--- config.mk ---
export PLATFORM = sky130hd
export DESIGN_NAME = sync_fifo_wconv
export DESIGN_NICKNAME = d
export VERILOG_FILES = /design/src/rtl/sync_fifo_wconv.sv
export SDC_FILE = /design/constraint.sdc
export NUM_CORES = 2
export LEC_CHECK = 0
export CORE_UTILIZATION = 40
export CTS_CLUSTER_DIAMETER = 30
export DETAILED_ROUTE_END_ITERATION = 12
export PLACE_DENSITY = 0.51
export SYNTH_ARGS = -nofsm -noshare
export SYNTH_HDL_FRONTEND = slang
export SYNTH_SLANG_ARGS = --single-unit
--- constraint.sdc ---
create_clock -name sys_clk -period 4.8 [get_ports sys_clk]
set_clock_uncertainty 0.1 [all_clocks]
set_input_delay 0.96 -clock sys_clk [delete_from_list [all_inputs] [get_ports sys_clk]]
set_output_delay 0.96 -clock sys_clk [all_outputs]
set_load 0.05 [all_outputs]
--- src/rtl/sync_fifo_wconv.sv ---
// Single-clock FIFO that packs RATIO consecutive WR_W-bit writes into one RD_W-bit read word.
// Storage is RATIO parallel banks; occupancy and flags are registered from the next-state count.
module sync_fifo_wconv #(
   parameter int WR_W      = 8,
   parameter int RATIO     = 2,
   parameter int DEPTH     = 256,
   parameter int MSB_FIRST = 0,
   parameter int AFULL_TH  = 240
) (
   input  logic                              sys_clk,
   input  logic                              sys_rst,
   input  logic                              wr_req,
   input  logic [WR_W-1:0]                   wr_data,
   input  logic                              rd_req,
   output logic [WR_W*RATIO-1:0]             rd_data,
   output logic                              empty,
   output logic                              full,
   output logic                              almost_full,
   output logic [$clog2(DEPTH):0]            wr_usedw,
   output logic [$clog2(DEPTH/RATIO):0]      rd_usedw,
   output logic                              overflow,
   output logic                              underflow
);
   localparam int AW     = $clog2(DEPTH);
   localparam int LR     = $clog2(RATIO);
   localparam int BANK_D = DEPTH / RATIO;
   localparam int EW     = $clog2(BANK_D);

   localparam logic [AW:0]   DEPTH_C   = (AW+1)'(DEPTH);
   localparam logic [AW:0]   RATIO_C   = (AW+1)'(RATIO);
   localparam logic [AW:0]   AFULL_C   = (AW+1)'(AFULL_TH);
   localparam logic [AW-1:0] BANK_MASK = AW'(RATIO - 1);

   logic [AW:0]     wr_ptr_reg;
   logic [EW:0]     rd_ptr_reg;
   logic [AW:0]     count_reg;
   logic [AW:0]     count_next;
   logic            full_reg;
   logic            empty_reg;
   logic            afull_reg;
   logic            overflow_reg;
   logic            underflow_reg;
   logic            wr_acc;
   logic            rd_acc;
   logic [WR_W-1:0] bank_q [RATIO];

   // Pointer MSBs only mark wrap parity; full/empty come from the count instead.
   logic unused_ptr_msbs;
   assign unused_ptr_msbs = wr_ptr_reg[AW] ^ rd_ptr_reg[EW];

   assign wr_acc = wr_req & ~full_reg;
   assign rd_acc = rd_req & ~empty_reg;

   always_comb begin
      count_next = count_reg;
      if (wr_acc)
         count_next = count_next + (AW+1)'(1);
      if (rd_acc)
         count_next = count_next - RATIO_C;
   end

   always_ff @(posedge sys_clk) begin
      if (sys_rst) begin
         wr_ptr_reg    <= '0;
         rd_ptr_reg    <= '0;
         count_reg     <= '0;
         full_reg      <= 1'b0;
         empty_reg     <= 1'b1;
         afull_reg     <= 1'b0;
         overflow_reg  <= 1'b0;
         underflow_reg <= 1'b0;
      end else begin
         if (wr_acc)
            wr_ptr_reg <= wr_ptr_reg + (AW+1)'(1);
         if (rd_acc)
            rd_ptr_reg <= rd_ptr_reg + (EW+1)'(1);
         count_reg     <= count_next;
         full_reg      <= (count_next == DEPTH_C);
         empty_reg     <= (count_next < RATIO_C);
         afull_reg     <= (count_next >= AFULL_C);
         overflow_reg  <= wr_req & full_reg;
         underflow_reg <= rd_req & empty_reg;
      end
   end

   // Write pointer low bits pick the bank, so bank k always holds the k-th word of a group.
   genvar gi;
   generate
      for (gi = 0; gi < RATIO; gi = gi + 1) begin : g_bank
         logic [WR_W-1:0] mem [BANK_D];
         logic [WR_W-1:0] q_reg;
         logic            wr_en;

         assign wr_en = wr_acc && ((wr_ptr_reg[AW-1:0] & BANK_MASK) == AW'(gi));

         always_ff @(posedge sys_clk) begin
            if (wr_en)
               mem[wr_ptr_reg[AW-1:LR]] <= wr_data;
         end

         always_ff @(posedge sys_clk) begin
            if (sys_rst)
               q_reg <= '0;
            else if (rd_acc)
               q_reg <= mem[rd_ptr_reg[EW-1:0]];
         end

         assign bank_q[gi] = q_reg;
      end
   endgenerate

   always_comb begin
      rd_data = '0;
      for (int k = 0; k < RATIO; k++) begin
         if (MSB_FIRST != 0)
            rd_data[(RATIO-1-k)*WR_W +: WR_W] = bank_q[k];
         else
            rd_data[k*WR_W +: WR_W] = bank_q[k];
      end
   end

   assign empty       = empty_reg;
   assign full        = full_reg;
   assign almost_full = afull_reg;
   assign wr_usedw    = count_reg;
   assign rd_usedw    = count_reg[AW:LR];
   assign overflow    = overflow_reg;
   assign underflow   = underflow_reg;
endmodule

Word-level counts from Yosys, hierarchy flattened. Memories as Yosys holds them, arrays and structs flattened. A register that Yosys moved wholly into a read port is not among the register bits. Index checks and enable logic that the tools add are counted.

Bits in registers: 31. Memory bits (writable): 2048. Output and inout port bits: 38. Word-level logic and storage cells: 32. Memories kept: 2.

$add $sub $neg: 4. $lt $le $gt $ge: 2. Eq/ne operators: 1. Multiplexer cells: 6. Bitwise operators: 6. Reduce and logical (&&, ||, !) cells: 3.

Memory list: g_bank[0].mem (words 128, bits a word 8, read ports 1, clocked after memory_dff 1, write ports 1, line 90) `logic [WR_W-1:0] mem [BANK_D];`; g_bank[1].mem (words 128, bits a word 8, read ports 1, clocked after memory_dff 1, write ports 1, line 90).

Operators with widths (number): $add 9x1->9 const B (2); $mux 9 (2); $eq 9x9->1 const B (1); $ge 9x8->1 const B (1); $lt 9x2->1 const B (1); $sub 9x2->9 const B (1); $add 8x1->8 const B (1); $logic_not 8->1 (1); $and 1x1->1 (4); $mux 1 (4); $logic_and 1x1->1 (2); $not 1->1 (2).

Logic depth before layout (Yosys ltp).
Word-level depth: 6. Depth in mapped cells: 13. Depth with buffers taken out: 11.

Worst setup path after synthesis. No wires, ideal clock.

Kind: register to register. From: register count_reg[1] (netlist: wr_usedw[1]). To: register full_reg (netlist: full). Library setup time: 0.103 ns. Data arrival time: 3.323 ns. Data required time: 4.597 ns. Slack: 1.274 ns. Stages on the path, launching flop included: 12. Period minus slack after synthesis: 3.526 ns. Cell sequence: dfxtp_1 ha_1 and3b_1 a21oi_1 ha_1 nand3b_1 a211oi_1 o211ai_1 a21boi_2 a2111oi_2 nand4_1 a2111oi_2.

Word-level cells in the longest chain between the ends: 5.

Ends and longest elaborated chain: start, declared (line 36) `logic [AW:0] count_reg;`; start signal, assigned (line 77) `count_reg <= count_next;`; $add 9x1->9 (line 57) `count_next = count_next + (AW+1)'(1);`; $mux 9 * (line 56) `if (wr_acc)`; $sub 9x2->9 (line 59) `count_next = count_next - RATIO_C;`; $mux 9 * (line 58) `if (rd_acc)`; $eq 9x9->1 * (line 78) `full_reg <= (count_next == DEPTH_C);`; end signal, assigned (line 78); end, declared (line 38) `logic full_reg;`.

Mark *: on every way between the ends. The rest lies on a longest branch, timed or not. A chain may end at the register's enable or synchronous reset.

==> results_dict.tcl <==
set metrics [dict create \
    grt_pass1_vias 44200 \
    synth_top_cell_by_area "edfxtp_1" \
    fin_util_pct 50.4 \
    placed_area_um2 86900 \
    crit_fanout 57 \
    vias 42500 \
    gp_congestion 0.814 \
    track_usage_pct 22.5 \
    synth_ff_type "edfxtp_1" \
    drt-initial-drc-count 4312 \
    power_density_nw_per_um2 548 \
    initial_core_util_pct 40.4 \
    die_h_um 455 \
    fin_setup_tns_ns 0 \
    cts_tree "built" \
    final_cells 7578 \
    root_buffer "clkbuf_16" \
    die_width_um 455 \
    avgRoutedWirePerCell_um 30.6 \
    ys_ff_latch 2093 \
    synth.yosys.warnings 0 \
    coreArea_um2 203000 \
    post-place-ws_ns 0.477 \
    status "finished, final reports clean" \
    avgSynthCellArea_um2 20.5 \
    synthCells 4000 \
    timing.slew.headroom_pct 22.3 \
    path_clk_slew_ns 0.05 \
    rows 165 \
    io_buffers 49 \
    postCtsSetupBuffers 0 \
    pin_count 50 \
    holdPathStages 2 \
    clkLatencyLatePin_ns 0.99 \
    synth.area.top_cells "edfxtp_1, mux4_2, mux2i_1" \
    fin_area_um2 102000 \
    synth.most_common_cell "edfxtp_1" \
    seqPwrFrac_pct 36.3 \
    clockPowerShare_pct 55.4 \
    cts_sinks 2093 \
    arrival_ns 4.73 \
    vdd_drop_max_mv 0.478 \
    grt_max_degree 132 \
    post-route-min-period_ns 3.94 \
    syn_nets 4016 \
    placed_cells 6767 \
    p_switching_mw 12.5 \
    dieArea_um2 207000 \
    holdBufCountCts 0 \
    fin_hold_ws_ns 0.241 \
    tritoncts.num_buffers 448 \
    ys_types 70 \
    grt_pass1_wl_um 330000 \
    via_per_inst 5.61 \
    fmax_mhz 254 \
    leakage_nw 32.9 \
    antenna_left 0 \
    cap_violations 0 \
    r2r_cells 9 \
    seq_area_frac_synth_pct 76.1 \
    crit_path_start_kind "flip-flop" \
    pwr-share-comb_pct 8.3 \
    ys_top_cells_by_count "edfxtp_1, mux4_2, nor2_1" \
    htree_levels 5 \
    cts_resized 0 \
    routed_wl_um 232000 \
    setup_viol 0 \
    grt-ovfl-total 0 \
    p_int_mw 43.5 \
    drt_first_pass_iters 7 \
    async_flop_share_pct 0 \
    worstMarginPinSlew_ns 1.17 \
    hpwl_um 140000 \
    cp-end-kind "flip-flop" \
    drv_slew 0 \
    synth_area_um2 82000 \
    area_growth_pct 24.7 \
    crit_type "reg -> reg" \
    nNetsFinal 4561 \
    post-route-period-util_pct 82.2 \
    yosys.area.top_type_share_pct 75.0 \
    drive_gt1_share_pct 30.1 \
    drc 0 \
    antenna_found_initial 5 \
    synth-edff-count 2048 \
    rsz0062_at_grt "no" \
    fin_ws_ns 0.857 \
    total_power_mw 56.0 \
    p_sw_share_pct 22.3 \
    clk_path_buf_depth 4 \
    hp-class "in -> reg" \
    required_ns 5.58 \
    hold_viol_final 0 \
    largest_register_ff_count 2048 \
]
power groups by stage:
stage	logic [mW]	registers (mW)	clock network [mW]
2_1_floorplan	3.09	20.7	0
3_3_place_gp	4.72	20.7	0
3_5_place_dp	4.73	20.7	0
4_1_cts	4.74	20.4	31.4
5_1_grt	4.90	20.3	32.2
6_report	4.65	20.4	31.0
worst max-delay path: stages (launching register included):
cell and delay [ns]:
dfxtp_4 0.97, buf_12 0.39, buf_4 0.37, mux2i_1 0.11
a221oi_1 0.67, o21ai_0 0.20, a31oi_1 0.30, nor3_1 0.09
a41oi_1 0.33, a32o_1 0.21
final timing paths:
kind         slack [ns]                  to           from
max                0.86  g_bank[1].q_reg[6]  rd_ptr_reg[1]
max reg2reg        0.86  g_bank[1].q_reg[6]  rd_ptr_reg[1]
min reg2reg        0.46            overflow           full
min                0.24            overflow        sys_rst
layout by cell type, fill, tap and decap left out, types with 12 or more instances in the layout:
cell type / n
a211oi_1: 16
a21oi_1: 103
a221oi_1: 42
a22oi_1: 23
a31oi_1: 15
buf_12: 26
buf_4: 268
bufinv_16: 76
clkbuf_1: 48
clkbuf_16: 453
clkdlybuf4s50_1: 40
clkinv_1: 50
clkinv_2: 65
clkinv_4: 31
clkinvlp_4: 53
dfxtp_1: 40
edfxtp_1: 2048
inv_1: 12
inv_6: 19
mux2i_1: 238
mux4_1: 33
mux4_2: 431
nand2_1: 122
nand3_1: 21
nor2_1: 320
nor3_1: 16
o21ai_0: 54
o221ai_1: 23
o22ai_1: 24
xnor2_1: 14
cells by family after synthesis:
family	share of synthesized area, %
buffers and inverters	1.96
muxes	15.8
AOI/OAI and AO/OA	2.87
and+or+nand+nor	2.96
DFF	76.1
adders and majority gates	0.0610
xor gates and xnor gates	0.230
per-layer routing:
layer | GRT usage, % | vias up | routed length [µm]
li1 | - | 17800 | -
met1 | 31.4 | 22700 | 98600
met2 | 36.2 | 1548 | 113000
met3 | 3.82 | 378 | 14100
met4 | 7.08 | 2 | 6210
met5 | 0 | - | 22
cell type report:
type | count | area (µm²)
sequential | 2093 | 62400
clock inverter | 300 | 3720
antenna | 2 | 5.00
fill | 16300 | 101000
timing repair buffer | 343 | 3060
clock buffer | 509 | 11600
inverter | 15 | 61.3
multi-input combinational | 1644 | 18000
tap | 2672 | 3340
Power figures use the tool's default switching activity.
